<file path="src/rtl/velocity_estimator.sv">
// Velocity estimator: samples a signed 32-bit encoder position once per sample
// period and forms the wrap-safe per-period delta, clamped to VEL_WIDTH. The
// clamped delta is then smoothed with a 2^AVG_LOG2-deep moving average.
module velocity_estimator #(
  parameter int SAMPLE_CYCLES = 150000,
  parameter int AVG_LOG2      = 3,
  parameter int VEL_WIDTH     = 24
) (
  input  logic                        clk,
  input  logic                        reset,
  input  logic                        enable,
  input  logic [31:0]                 position_in,
  output logic signed [VEL_WIDTH-1:0] delta_out,
  output logic signed [VEL_WIDTH-1:0] velocity,
  output logic                        velocity_valid,
  output logic                        sat_flag
);

  localparam int DEPTH = 1 << AVG_LOG2;
  localparam int ACC_W = VEL_WIDTH + AVG_LOG2;
  localparam int CNT_W = (SAMPLE_CYCLES > 1) ? $clog2(SAMPLE_CYCLES) : 1;
  localparam int PTR_W = (AVG_LOG2 > 0) ? AVG_LOG2 : 1;

  typedef enum logic [1:0] {IDLE, PRIME, RUN} state_t;

  state_t                      state_q, state_d;
  logic [CNT_W-1:0]            cnt_q;
  logic [31:0]                 prev_q;
  logic signed [VEL_WIDTH-1:0] buf_q [DEPTH];
  logic signed [ACC_W-1:0]     acc_q;
  logic signed [ACC_W-1:0]     acc_d;
  logic [PTR_W-1:0]            wp_q;
  logic [PTR_W-1:0]            wp_d;
  logic signed [VEL_WIDTH-1:0] delta_q, vel_q;
  logic                        valid_q, sat_q, pend_q;

  logic                        tick;
  logic                        sample;
  logic                        prev_ld;
  logic signed [31:0]          raw;
  logic signed [VEL_WIDTH-1:0] sat_val;
  logic                        clip;

  assign tick = enable && (cnt_q == CNT_W'(SAMPLE_CYCLES - 1));

  // Modular 32-bit subtraction keeps deltas correct across counter wrap.
  assign raw = $signed(position_in - prev_q);

  // Clamp the raw delta to the velocity width; a full 32-bit width never clips.
  generate
    if (VEL_WIDTH == 32) begin : g_nosat
      assign sat_val = raw;
      assign clip    = 1'b0;
    end else begin : g_sat
      localparam logic signed [31:0] VMAX = (32'sd1 <<< (VEL_WIDTH - 1)) - 32'sd1;
      localparam logic signed [31:0] VMIN = -(32'sd1 <<< (VEL_WIDTH - 1));
      // Select the clipped or pass-through delta.
      always_comb begin
        sat_val = raw[VEL_WIDTH-1:0];
        clip    = 1'b0;
        if (raw > VMAX) begin
          sat_val = VMAX[VEL_WIDTH-1:0];
          clip    = 1'b1;
        end else if (raw < VMIN) begin
          sat_val = VMIN[VEL_WIDTH-1:0];
          clip    = 1'b1;
        end
      end
    end
  endgenerate

  // Next-state logic plus the per-tick strobes derived from the current state.
  always_comb begin
    state_d = state_q;
    sample  = 1'b0;
    prev_ld = 1'b0;
    if (!enable) begin
      state_d = IDLE;
    end else begin
      case (state_q)
        IDLE:  state_d = PRIME;
        PRIME: begin
          prev_ld = tick;
          if (tick) state_d = RUN;
        end
        RUN: begin
          prev_ld = tick;
          sample  = tick;
        end
        default: state_d = IDLE;
      endcase
    end
  end

  // Running sum: add the new delta, drop the one it overwrites in the ring.
  assign acc_d = acc_q + ACC_W'(sat_val) - ACC_W'(buf_q[wp_q]);
  assign wp_d  = (AVG_LOG2 == 0) ? '0 : wp_q + 1'b1;

  // State register and sample-period counter; counting halts at 0 when disabled.
  always_ff @(posedge clk) begin
    if (reset) begin
      state_q <= IDLE;
      cnt_q   <= '0;
    end else begin
      state_q <= state_d;
      if (!enable || tick) cnt_q <= '0;
      else                 cnt_q <= cnt_q + 1'b1;
    end
  end

  // Previous position is only meaningful after a PRIME, so disable leaves it alone.
  always_ff @(posedge clk) begin
    if (reset)        prev_q <= '0;
    else if (prev_ld) prev_q <= position_in;
  end

  // Moving-average ring entries, each cleared on reset or disable.
  generate
    for (genvar gi = 0; gi < DEPTH; gi++) begin : g_buf
      // Capture the clamped delta when the write pointer selects this entry.
      always_ff @(posedge clk) begin
        if (reset || !enable)                        buf_q[gi] <= '0;
        else if (sample && (wp_q == PTR_W'(gi)))     buf_q[gi] <= sat_val;
      end
    end
  endgenerate

  // Two-stage output pipeline: delta/accumulator at T+1, average and valid at T+2.
  always_ff @(posedge clk) begin
    if (reset || !enable) begin
      acc_q   <= '0;
      wp_q    <= '0;
      delta_q <= '0;
      sat_q   <= 1'b0;
      vel_q   <= '0;
      valid_q <= 1'b0;
      pend_q  <= 1'b0;
    end else begin
      pend_q  <= sample;
      valid_q <= pend_q;
      if (sample) begin
        delta_q <= sat_val;
        sat_q   <= clip;
        acc_q   <= acc_d;
        wp_q    <= wp_d;
      end
      if (pend_q) vel_q <= VEL_WIDTH'(acc_q >>> AVG_LOG2);
    end
  end

  assign delta_out      = delta_q;
  assign velocity       = vel_q;
  assign velocity_valid = valid_q;
  assign sat_flag       = sat_q;

endmodule

</file>
<file path="config.mk">
export PLATFORM = sky130hd
export DESIGN_NAME = velocity_estimator
export DESIGN_NICKNAME = d
export VERILOG_FILES = /design/src/rtl/velocity_estimator.sv
export SDC_FILE = /design/constraint.sdc
export NUM_CORES = 1
export LEC_CHECK = 0
export ABC_CLOCK_PERIOD_IN_PS = 10200
export BUFFER_PORTS_ARGS = -buffer_cell sky130_fd_sc_hd__buf_2
export CAP_MARGIN = 5
export CORE_MARGIN = 3
export CORE_UTILIZATION = 65
export CTS_CLUSTER_DIAMETER = 100
export DETAILED_ROUTE_END_ITERATION = 16
export PLACE_DENSITY = 0.93
export SYNTH_ARGS = -nofsm -noshare
export SYNTH_HDL_FRONTEND = slang
export SYNTH_SLANG_ARGS = --single-unit
</file>
<file path="constraint.sdc">
create_clock -name clk -period 10.2 [get_ports clk]
set_clock_uncertainty 0.05 [all_clocks]
set_input_delay 1.02 -clock clk [delete_from_list [all_inputs] [get_ports clk]]
set_output_delay 1.02 -clock clk [all_outputs]
set_load 0.05 [all_outputs]
</file>
Yosys cells after proc, flatten, opt, wreduce, memory -nomap -nowiden
Memory sizes are Yosys's and may differ from the RTL's. A register that Yosys moved wholly into a read port is not among the register bits.
Cells that the tools add are included.

storage, ports and cells
  bits in registers = 133
  bits in writable memories = 192
  output and inout bits = 50
  memories = 1

memory list
  name   words  width  read ports  clocked after memory_dff  wr ports  line  RTL
  buf_q  8      24     1           1                         8         29    logic signed [VEL_WIDTH-1:0] buf_q [DEPTH];

operators by class
  $add $sub $neg = 5
  order comparisons = 2
  eq/ne operators = 11
  multiplexer cells = 46
  bitwise logic cells = 10
  reduce and logical (&&, ||, !) cells = 18

operators with widths
  cell                     count
  $mux W24                 10
  $gt A32 B24 Y1 const B   1
  $lt A32 B24 Y1 const B   1
  $mux W1                  32
  $sub A32 B32 Y32         1
  $add A27 B24 Y27         1
  $sub A27 B24 Y27         1
  $add A18 B1 Y18 const B  1
  $eq A18 B18 Y1 const B   1
  $eq A3 B3 Y1 const B     4
  $logic_and A1 B1 Y1      9
  $or A1 B1 Y1             8
  $eq A3 B2 Y1 const B     2
  $mux W3                  2
  $pmux W2 S3              1
  $reduce_or A2 Y1         3
  $add A3 B1 Y3 const B    1
  $eq A3 B1 Y1 const B     1
  $logic_not A3 Y1         1
  $eq A2 B1 Y1 const B     1
  $eq A2 B2 Y1 const B     1
  $logic_not A2 Y1         1
  $logic_or A1 B1 Y1       2
  $mux W2                  1
  4 further kinds          5

Logic depth before layout (Yosys ltp)
Gate-level depths: netlist (run 1).

  depth after elaboration = 9
  depth in mapped cells = 28
  depth with buffers taken out = 28

Worst setup path after synthesis (run 1)
OpenSTA, ideal clock, no wires.

  path type = input to register
  from = input port position_in[0]
  to = register acc_q[22]
  setup time = 120 ps
  arrival = 7059 ps
  required time = 10030 ps
  setup slack = 2971 ps
  stages on the path = 27
  path through = inv_1 > ha_1 > inv_1 > fa_1 > a211oi_2 > o21ai_2 > nand3_1 > nand4_2 > and4_1 > or4_1 > or4b_4 > o41ai_4 > buf_8 > a21oi_4 > fa_1 > inv_1 > ha_1 > a21o_1 > or3_1 > o2111ai_1 > a211o_1 > a21o_1 > o21ai_0 > a21o_1 > a21oi_1 > nor4_1 > a211o_1

between the ends
  longest elaborated chain between the ends = 6
  elaborated cells between the ends (all ways) = 7

ends and longest elaborated chain
  element               line  RTL
  from (decl)           12    input logic [31:0] position_in,
  $sub A32 B32 Y32 *    47    assign raw = $signed(position_in - prev_q);
  $lt A32 B24 Y1        64    end else if (raw < VMIN) begin
  $mux W24              64
  $mux W24 *            61    if (raw > VMAX) begin
  $add A27 B24 Y27 *    96    assign acc_d = acc_q + ACC_W'(sat_val) - ACC_W'(buf_q[wp_q]);
  $sub A27 B24 Y27 *    96
  to (signal assigned)  131   acc_q <= '0;
  to (signal assigned)  144   acc_q <= acc_d;
  to (decl)             30    logic signed [ACC_W-1:0] acc_q;

Every way passes the cells marked *; elsewhere a longest branch is shown, timed or not.
A chain may end at the register's enable or synchronous reset.

Worst setup path after layout (run 1)
  from = input port position_in[0]
  to = register acc_q[26]

The elaborated chain is that of the path after synthesis.

==> results of run 1 <==
-- cell families (layout without fill, tap and decap cells) --
group,count (synthesis),after routing,share of synthesized area
AND/OR/NAND/NOR,587,587,0.1435
flip-flops,328,328,0.4859
AO/OA/AOI/OAI,289,289,0.1193
buffers and inverters,211,293,0.04770
multiplexers,97,97,0.09153
adder cells (fa/ha/maj),95,95,0.07965
XOR/XNOR,63,63,0.03237
-- flip-flops by register name (all words and copies together) (netlist names), named ones only --
signal and flops:
buf_q 192, prev_q 32, acc_q 27, delta_out 24, velocity 24, cnt_q 18, wp_q 3, state_q 2
pend_q 1, sat_flag 1, velocity_valid 1
-- layout make-up --
class | instances | area share
inverters | 124 | 0.02419
clock inverters | 15 | 0.005397
flip-flops and latches | 328 | 0.4412
repair buffers | 107 | 0.03082
well taps | 335 | 0.02178
clock buffers | 47 | 0.05215
multi-input cells | 1131 | 0.4244
-- per-stage QoR --
| step | instances | hold slack [ns] | cell area, um2 | utilization |
|---|---|---|---|---|
| after floorplan | 1670 | 0.3676 | 17470 | - |
| after global placement | 2025 | 0.3794 | 18140 | 0.6921 |
| after detailed placement | 2025 | 0.3934 | 18140 | 0.6921 |
| after CTS | 2087 | 0.4016 | 19240 | 0.7343 |
| after global routing | 2087 | 0.4167 | 19240 | 0.7343 |
| final | 2087 | 0.3984 | 19240 | 0.7343 |
-- power by group --
part	switching (W)	total, W	internal (W)
Sequential	0.0000141	0.00145	0.00144
Clock	0.000516	0.00123	0.000716
Combinational	0.000368	0.000574	0.000206
-- final timing paths --
check,endpoint,cells after the start,from,slack [ns]
min reg2reg,prev_q[11],2,prev_q[11],0.40
max,acc_q[26],28,position_in[0],1.88
min,prev_q[11],2,prev_q[11],0.40
max reg2reg,acc_q[26],26,prev_q[0],2.20
-- cells in the final DEF (no fill, tap or decap), types with 7 or more instances in the layout --
| master | count |
|---|---|
| a211oi_1 | 13 |
| a211oi_2 | 21 |
| a21o_1 | 14 |
| a21oi_1 | 125 |
| a21oi_4 | 20 |
| and3_1 | 8 |
| and4_1 | 7 |
| buf_2 | 84 |
| buf_4 | 23 |
| clkbuf_16 | 37 |
| clkinv_1 | 7 |
| dfxtp_1 | 134 |
| edfxtp_1 | 192 |
| fa_1 | 27 |
| ha_1 | 68 |
| inv_1 | 124 |
| mux2_2 | 22 |
| mux2i_1 | 27 |
| mux4_2 | 48 |
| nand2_1 | 179 |
| nand2b_1 | 10 |
| nand3_1 | 29 |
| nand4_1 | 12 |
| nor2_1 | 294 |
| nor2b_1 | 7 |
| nor3_1 | 8 |
| o211ai_1 | 8 |
| o21ai_0 | 48 |
| or3_1 | 9 |
| xnor2_1 | 33 |
| xor2_1 | 29 |
-- worst min-delay path, cell delays in order, from the launching register on --
cell and delay [ns]:
dfxtp_1 0.31, nand2_1 0.05, a21oi_1 0.05
-- layer usage --
layer	wire length, um	part of all wire
met1	16620	0.37
met2	21770	0.48
met3	4643	0.10
met4	2000	0.044
met5	0	0
==> impl_metrics.env, run 1 <==
export IMPL_slew_limit_headroom=0.1373
export IMPL_synthCells=1670
export IMPL_min_period_ns=8.318
export IMPL_cts_resized=0
export IMPL_start_kind="input pin"
export IMPL_die_w_um=169.9
export IMPL_portBuffers=84
export IMPL_antenna_found_initial=0
export IMPL_end_kind="register"
export IMPL_cp_num_buf_inv=5
export IMPL_crit_fanout=10
export IMPL_track_usage=0.3113
export IMPL_gr_total_overflow=0
export IMPL_cp_top_family="compound AO/OA/AOI/OAI gates"
export IMPL_vias_per_cell=6.412
export IMPL_clock_latency_ns=0.52
export IMPL_synth_cell_type_count=71
export IMPL_die_area_um2=28880
export IMPL_peakVddDrop_mv=0.1354
export IMPL_core_area_um2=26210
export IMPL_grt_pass1_vias=13350
export IMPL_area_delta_synth_final_pct=10.16
export IMPL_via_count=13380
export IMPL_synth_area_leaders="edfxtp_1 (33%), dfxtp_1 (16%), nor2_1 (6.3%)"
export IMPL_tightest_slew_ns=1.291
export IMPL_firstDrtPassIters=5
export IMPL_status="complete, no violations"
export IMPL_grt_pass1_wl_um=70680
export IMPL_fin_setup_tns_ns=0
export IMPL_ioPinCount=85
export IMPL_syn_cell_area_um2=17470
export IMPL_grtUsageMet1=0.4036
export IMPL_grt_busiest_layer="met2"
export IMPL_place_ws_ns=1.571
export IMPL_dp_hpwl_um=28670
export IMPL_fill_cells=1606
export IMPL_wl_per_cell_um=21.58
export IMPL_cts_tree="done"
export IMPL_yosysSeqAreaShare=0.4859
export IMPL_avgSynthCellArea_um2=10.46
export IMPL_path_clk_slew_ns=0.06
export IMPL_crit_type="in2reg"
export IMPL_synth_nets=1800
export IMPL_grt_max_degree=80
export IMPL_ys_async_sr_fraction=0
export IMPL_yosys_area_top_type_share=0.3300
export IMPL_slew_viol_final=0
export IMPL_power_density_nw_per_um2=169.3
export IMPL_nets=1856
export IMPL_max_clock_path_buffers=3
export IMPL_cp_common_cell="inv_1"
export IMPL_final_setup_viol_count=0
export IMPL_cpPeakStageDelay_ns=0.91
export IMPL_regArea_um2=8491
export IMPL_hp_class="reg2reg"
export IMPL_yosys_warnings=0
export IMPL_drtIter0Drc=1505
export IMPL_rsz0062_at_grt="no"
export IMPL_post_route_period_util=0.8155
export IMPL_report_final_hold_viol_count=0
export IMPL_final_layout_size_suffix_gt1_frac=0.1638
export IMPL_antenna_left=0
export IMPL_holdBufCountCts=0
export IMPL_leakagePower_nw=7.409
export IMPL_synth_most_common_cell="nor2_1"
export IMPL_routed_wirelength_um=45040
export IMPL_synthTopCellsByCount="nor2_1 (294), edfxtp_1 (192), nand2_1 (179)"
export IMPL_insertedDiodeCount=0
export IMPL_numCtsBuffers=34
export IMPL_cts_max_level=2
export IMPL_place_congestion=0.8716
export IMPL_cts_root_buf="clkbuf_16"
export IMPL_timing_final_ws_setup_ns=1.882
export IMPL_synth_seq_cells=328
export IMPL_route_detailed_drc=0
export IMPL_die_y_um=169.9
export IMPL_yosysTopAreaCell="edfxtp_1"
export IMPL_rows=59
export IMPL_cpMaxStageDelayCell="o41ai_4"
export IMPL_power_w=0.003257
export IMPL_postCtsSetupBuffers=0
export IMPL_grt_util_met3=0.05854
export IMPL_synth_edf_count=192
export IMPL_maxCapViolations=0
export IMPL_start_util=0.6666
export IMPL_fmax_ghz=0.1202
export IMPL_critPathRequiredTime_ns=10.58
export IMPL_multi_input_area_um2=8168
export IMPL_cts_sinks=328
export IMPL_ys_flop_type="edfxtp_1"
export IMPL_met2_usage=0.5125
export IMPL_crit_arrival_ns=8.70
(Power assumes the default switching activity.)
==> run 2: changes to the inputs <==
Settings changed: ABC_CLOCK_PERIOD_IN_PS 10200 to 8300, CORE_UTILIZATION 65 to 62, PLACE_DENSITY 0.93 to 0.89.
Clock period 10.2 ns to 8.3 ns, I/O delays scaled along.
==> impl_metrics.env, run 2 (synthesis results as in run 1) <==
export IMPL_status="complete, no violations"
export IMPL_final_common_cell="nor2_1"
export IMPL_min_period_ns=7.537
export IMPL_largest_register="buf_q"
export IMPL_clock_power_share=0.390
export IMPL_clock_latency_ns=0.51
export IMPL_insertedDiodeCount=0
export IMPL_start_util=0.6393
export IMPL_grt_max_degree=54
export IMPL_largest_registers="buf_q: 192 flops, prev_q: 32 flops, acc_q: 27 flops"
export IMPL_end_kind="register"
export IMPL_routed_wl_met2_um=21650
export IMPL_rsz0062_at_grt="no"
export IMPL_critPathRequiredTime_ns=8.69
export IMPL_dp_hpwl_um=29320
export IMPL_hp_class="reg2reg"
export IMPL_cpMaxStageDelayCell="or4b_4"
export IMPL_cp_common_cell="inv_1"
export IMPL_place_ws_ns=0.4396
export IMPL_hold_ws_ns=0.3998
export IMPL_via_count=13470
export IMPL_cts_root_buf="clkbuf_16"
export IMPL_gr_total_overflow=0
export IMPL_seq_power_share=0.434
export IMPL_crit_fanout=10
export IMPL_antenna_found_initial=0
export IMPL_crit_arrival_ns=7.93
export IMPL_holdBufCountCts=0
export IMPL_report_final_hold_viol_count=0
export IMPL_cts_max_level=2
export IMPL_post_route_period_util=0.9081
export IMPL_slew_viol_final=0
export IMPL_most_common_layout_cells="nor2_1 (294), edfxtp_1 (192), nand2_1 (179)"
export IMPL_maxCapViolations=0
export IMPL_final_setup_viol_count=0
export IMPL_route_detailed_drc=0
export IMPL_postCtsSetupBuffers=0
export IMPL_cts_sinks=328
export IMPL_holdPathStages=2
export IMPL_portBuffers=84
export IMPL_largest_reg_flops=192
export IMPL_switching_share=0.2762
export IMPL_die_y_um=173.9
export IMPL_p_switching_w=0.001134
export IMPL_core_area_um2=27330
export IMPL_power_density_nw_per_um2=211.4
export IMPL_r2r_start="prev_q[0]"
export IMPL_rows=60
export IMPL_m1WireLength_um=17220
export IMPL_drtIter0Drc=1589
export IMPL_p_comb_frac=0.176
export IMPL_top_layer="met4"
export IMPL_timing_final_ws_setup_ns=0.7626
export IMPL_routed_wirelength_um=46460
export IMPL_max_clock_path_buffers=3
export IMPL_start_kind="input pin"
export IMPL_place_congestion=0.9554
export IMPL_track_usage=0.3077
export IMPL_peakVddDrop_mv=0.1765
export IMPL_vias_per_cell=6.316
export IMPL_wl_per_cell_um=21.78
export IMPL_antenna_left=0
export IMPL_cts_tree="done"
export IMPL_path_clk_slew_ns=0.06
export IMPL_die_w_um=173.9
export IMPL_final_layout_size_suffix_gt1_frac=0.1709
export IMPL_reg2reg_depth=28
export IMPL_ioPinCount=85
export IMPL_tightest_slew_ns=1.151
export IMPL_hp_start="prev_q[19]"
export IMPL_wl_met3_um=5265
export IMPL_nets=1865
export IMPL_leakagePower_nw=7.474
export IMPL_fin_setup_tns_ns=0
export IMPL_slew_limit_headroom=0.2326
export IMPL_area_delta_synth_final_pct=11.15
export IMPL_r2r_end="acc_q[26]"
export IMPL_instances_no_fill=2133
export IMPL_whs_endpoint="prev_q[19]"
export IMPL_grt_pass1_vias=13450
export IMPL_die_area_um2=30230
export IMPL_placed_cells=2069
export IMPL_fmax_ghz=0.1327
export IMPL_cpPeakStageDelay_ns=0.58
export IMPL_crit_type="in2reg"
export IMPL_numCtsBuffers=36
export IMPL_firstDrtPassIters=6
export IMPL_cts_resized=0
export IMPL_grt_pass1_wl_um=73630
export IMPL_internal_power_w=0.002971
export IMPL_reg2reg_slack_ns=0.90
run 2: cell types whose count changed in the layout (fill, tap and decap cells not counted), moves of 2 or more:
cell	previous run	this run
clkbuf_1	6	3
bufinv_16	1	3
buf_4	23	30
clkbuf_8	4	2
run 2: worst max-delay path: cells and delay by family:
family	cells	cell delay [ns]
AOI/OAI and AO/OA	10	2.48
xor gates and xnor gates	1	0.10
adders and majority gates	5	1.49
buffers and inverters	6	0.64
and+or+nand+nor	8	2.39
run 2: power by group through the flow:
| stage | combinational [W] | clock (W) | sequential, W |
|---|---|---|---|
| floorplan | 0.000512 | 0 | 0.00181 |
| global placement | 0.000645 | 0 | 0.00181 |
| detailed placement | 0.000679 | 0 | 0.00181 |
| CTS | 0.000701 | 0.00160 | 0.00178 |
| global route | 0.000777 | 0.00166 | 0.00178 |
| finish | 0.000722 | 0.00160 | 0.00178 |
run 2: per-stage QoR:
stage | util | power [W] | cell area (um2)
detailed placement | 0.6674 | 0.002493 | 18240
global placement | 0.6674 | 0.002454 | 18240
floorplan | - | 0.002319 | 17470
global route | 0.7106 | 0.004225 | 19420
CTS | 0.7106 | 0.004081 | 19420
finish | 0.7106 | 0.004104 | 19420
run 2: layer usage:
layer | vias to the layer above | global-route usage
li1 | 5953 | -
met1 | 6410 | 0.4000
met2 | 901 | 0.4971
met3 | 209 | 0.06329
met4 | 0 | 0.1475
met5 | - | 0
run 2: final cells by class:
cell class,instances,area (um2)
flip-flops and latches,328,8492
multi-input cells,1131,8168
fillers,1826,7909
clock buffers,44,997.2
repair buffers,114,645.6
inverters,124,465.4
well taps,372,465.4
clock inverters,20,183.9
run 2: how the worst max path moves through the flow:
stage | from | endpoint | cells past startpoint
detailed placement | position_in[0] | acc_q[26] | 30
global route | position_in[0] | acc_q[26] | 30
finish | position_in[0] | acc_q[26] | 30
floorplan | position_in[0] | acc_q[22] | 27
CTS | position_in[0] | acc_q[26] | 30
global placement | position_in[0] | acc_q[26] | 30
==> run 3: changes to the inputs <==
Settings changed: ABC_AREA set to 1.
==> impl_metrics.env, run 3 <==
export IMPL_start_kind="input pin"
export IMPL_via_count=16120
export IMPL_antenna_found_initial=0
export IMPL_hp_class="reg2reg"
export IMPL_fin_setup_tns_ns=0
export IMPL_die_area_um2=31630
export IMPL_antenna_left=0
export IMPL_yosysSeqAreaShare=0.4635
export IMPL_ioPinCount=85
export IMPL_leakagePower_nw=9.060
export IMPL_cp_common_cell="nand2_1"
export IMPL_cp_depth=26
export IMPL_ys_flop_type="edfxtp_1"
export IMPL_placed_area_um2=19020
export IMPL_numCtsBuffers=36
export IMPL_cts_root_buf="clkbuf_16"
export IMPL_synth_seq_cells=328
export IMPL_met2_usage=0.5295
export IMPL_cpPeakStageDelay_ns=0.74
export IMPL_nets=2473
export IMPL_cts_resized=0
export IMPL_tightest_slew_ns=1.239
export IMPL_final_layout_size_suffix_gt1_frac=0.09578
export IMPL_grt_pass1_vias=15590
export IMPL_path_clk_slew_ns=0.06
export IMPL_holdBufCountCts=0
export IMPL_synth_cell_type_count=46
export IMPL_grt_pass1_wl_um=80620
export IMPL_status="complete, no violations"
export IMPL_power_w=0.004025
export IMPL_crit_type="in2reg"
export IMPL_ys_async_sr_fraction=0
export IMPL_post_route_period_util=0.7872
export IMPL_drtIter0Drc=1749
export IMPL_most_common_layout_cells="nor2_1 (460), nand2_1 (360), inv_1 (304)"
export IMPL_end_kind="register"
export IMPL_rsz0062_at_grt="no"
export IMPL_yosys_area_top_type_share=0.3148
export IMPL_cts_tree="done"
export IMPL_dp_hpwl_um=34530
export IMPL_maxCapViolations=0
export IMPL_avgSynthCellArea_um2=7.976
export IMPL_final_common_cell="nor2_1"
export IMPL_track_usage=0.3233
export IMPL_slew_limit_headroom=0.1717
export IMPL_grt_max_degree=92
export IMPL_power_density_nw_per_um2=199.7
export IMPL_largest_register="buf_q"
export IMPL_fmax_ghz=0.1531
export IMPL_cts_max_level=2
export IMPL_synthTopCellsByCount="nor2_1 (461), nand2_1 (360), inv_1 (306)"
export IMPL_syn_cell_area_um2=18310
export IMPL_gr_total_overflow=0
export IMPL_start_util=0.6329
export IMPL_instances_no_fill=2754
export IMPL_die_w_um=177.9
export IMPL_clock_latency_ns=0.53
export IMPL_wl_per_cell_um=18.57
export IMPL_place_ws_ns=1.409
export IMPL_yosysTopAreaCell="edfxtp_1"
export IMPL_cts_sinks=328
export IMPL_synth_area_leaders="edfxtp_1 (31%), dfxtp_1 (15%), nor2_1 (9.4%)"
export IMPL_routed_wirelength_um=51150
export IMPL_portBuffers=84
export IMPL_yosys_warnings=0
export IMPL_vias_per_cell=5.854
export IMPL_area_delta_synth_final_pct=10.08
export IMPL_core_area_um2=28940
export IMPL_min_period_ns=6.533
export IMPL_max_clock_path_buffers=3
export IMPL_cp_num_buf_inv=4
export IMPL_grtUsageMet1=0.4121
export IMPL_synth_most_common_cell="nor2_1"
export IMPL_postCtsSetupBuffers=0
export IMPL_report_final_hold_viol_count=0
export IMPL_largest_registers="buf_q: 192 flops, prev_q: 32 flops, acc_q: 27 flops"
export IMPL_reg2reg_depth=26
export IMPL_timing_final_ws_setup_ns=1.767
export IMPL_holdPathStages=1
export IMPL_place_congestion=0.9778
export IMPL_route_detailed_drc=0
export IMPL_grt_busiest_layer="met2"
export IMPL_synth_edf_count=192
export IMPL_critPathRequiredTime_ns=8.67
export IMPL_synth_nets=2426
export IMPL_cpMaxStageDelayCell="nand2_2"
export IMPL_insertedDiodeCount=0
export IMPL_design_area_um2=20160
export IMPL_die_y_um=177.9
export IMPL_firstDrtPassIters=8
export IMPL_final_setup_viol_count=0
export IMPL_cp_top_family="simple AND/OR/NAND/NOR gates"
export IMPL_grt_util_met3=0.05135
export IMPL_slew_viol_final=0
export IMPL_largest_reg_flops=192
export IMPL_peakVddDrop_mv=0.1748
export IMPL_crit_fanout=47
export IMPL_synthCells=2296
export IMPL_placed_cells=2689
export IMPL_rows=62
export IMPL_crit_arrival_ns=6.90
-- run 3: worst reg2reg max path, cell delays in order (launching register included) --
cell and delay (ns):
dfxtp_1 0.31, inv_1 0.05, ha_1 0.35, nand2_1 0.12, nor2_1 0.19, nand2_1 0.08
nand3_1 0.14, nand2_1 0.08, nand2_1 0.11, nand3b_1 0.11, nand2_1 0.07, nand2_1 0.06
nand2_1 0.52, nand2_2 0.74, nand2_1 0.42, inv_2 0.16, fa_1 0.52, inv_1 0.05
ha_1 0.35, a21oi_1 0.11, o211ai_1 0.50, nand3_1 0.16, o21ai_0 0.54, a21oi_1 0.18
xnor2_1 0.17, o21ai_0 0.17, inv_1 0.06
-- run 3: cells by family (layout without fill, tap and decap cells) --
family          after synthesis  after routing  share of synthesized area
compound gates              423            423                     0.1325
xor+xnor                     40             40                    0.01913
fa+ha+maj                    95             95                    0.07598
buf+inv                     429            503                    0.09128
flops                       328            328                     0.4635
simple gates                981            981                     0.2175
-- run 3: per-stage QoR --
step / hold slack, ns / util
finish: 0.4066 / 0.6967
global route: 0.4308 / 0.6967
CTS: 0.4081 / 0.6967
detailed placement: 0.3963 / 0.6572
global placement: 0.3768 / 0.6572
floorplan: 0.3676 / -
-- run 3: final timing paths --
check	start	to	slack, ns
max	position_in[5]	acc_q[11]	1.77
min	cnt_q[0]	cnt_q[0]	0.41
max reg2reg	prev_q[6]	acc_q[11]	1.84
min reg2reg	cnt_q[0]	cnt_q[0]	0.41
-- run 3: layout make-up --
| cell class | instances | area, um2 |
|---|---|---|
| Tap cell | 384 | 480.5 |
| Clock inverter | 16 | 171.4 |
| Sequential cell | 328 | 8489 |
| Fill cell | 2231 | 8777 |
| Inverter | 332 | 1251 |
| Multi-Input combinational cell | 1539 | 8210 |
| Clock buffer | 49 | 969.7 |
| Timing Repair Buffer | 106 | 585.6 |
-- run 3: layer usage --
metal | vias up | wire length, um
met2 | 899 | 23890
met1 | 7461 | 19540
met5 | - | 0
li1 | 7587 | -
met4 | 0 | 3047
met3 | 176 | 4674
-- run 3: report_power, final --
part | internal (W) | switching [W]
registers | 0.00177 | 0.0000134
clock network | 0.000895 | 0.000671
logic | 0.000206 | 0.000475
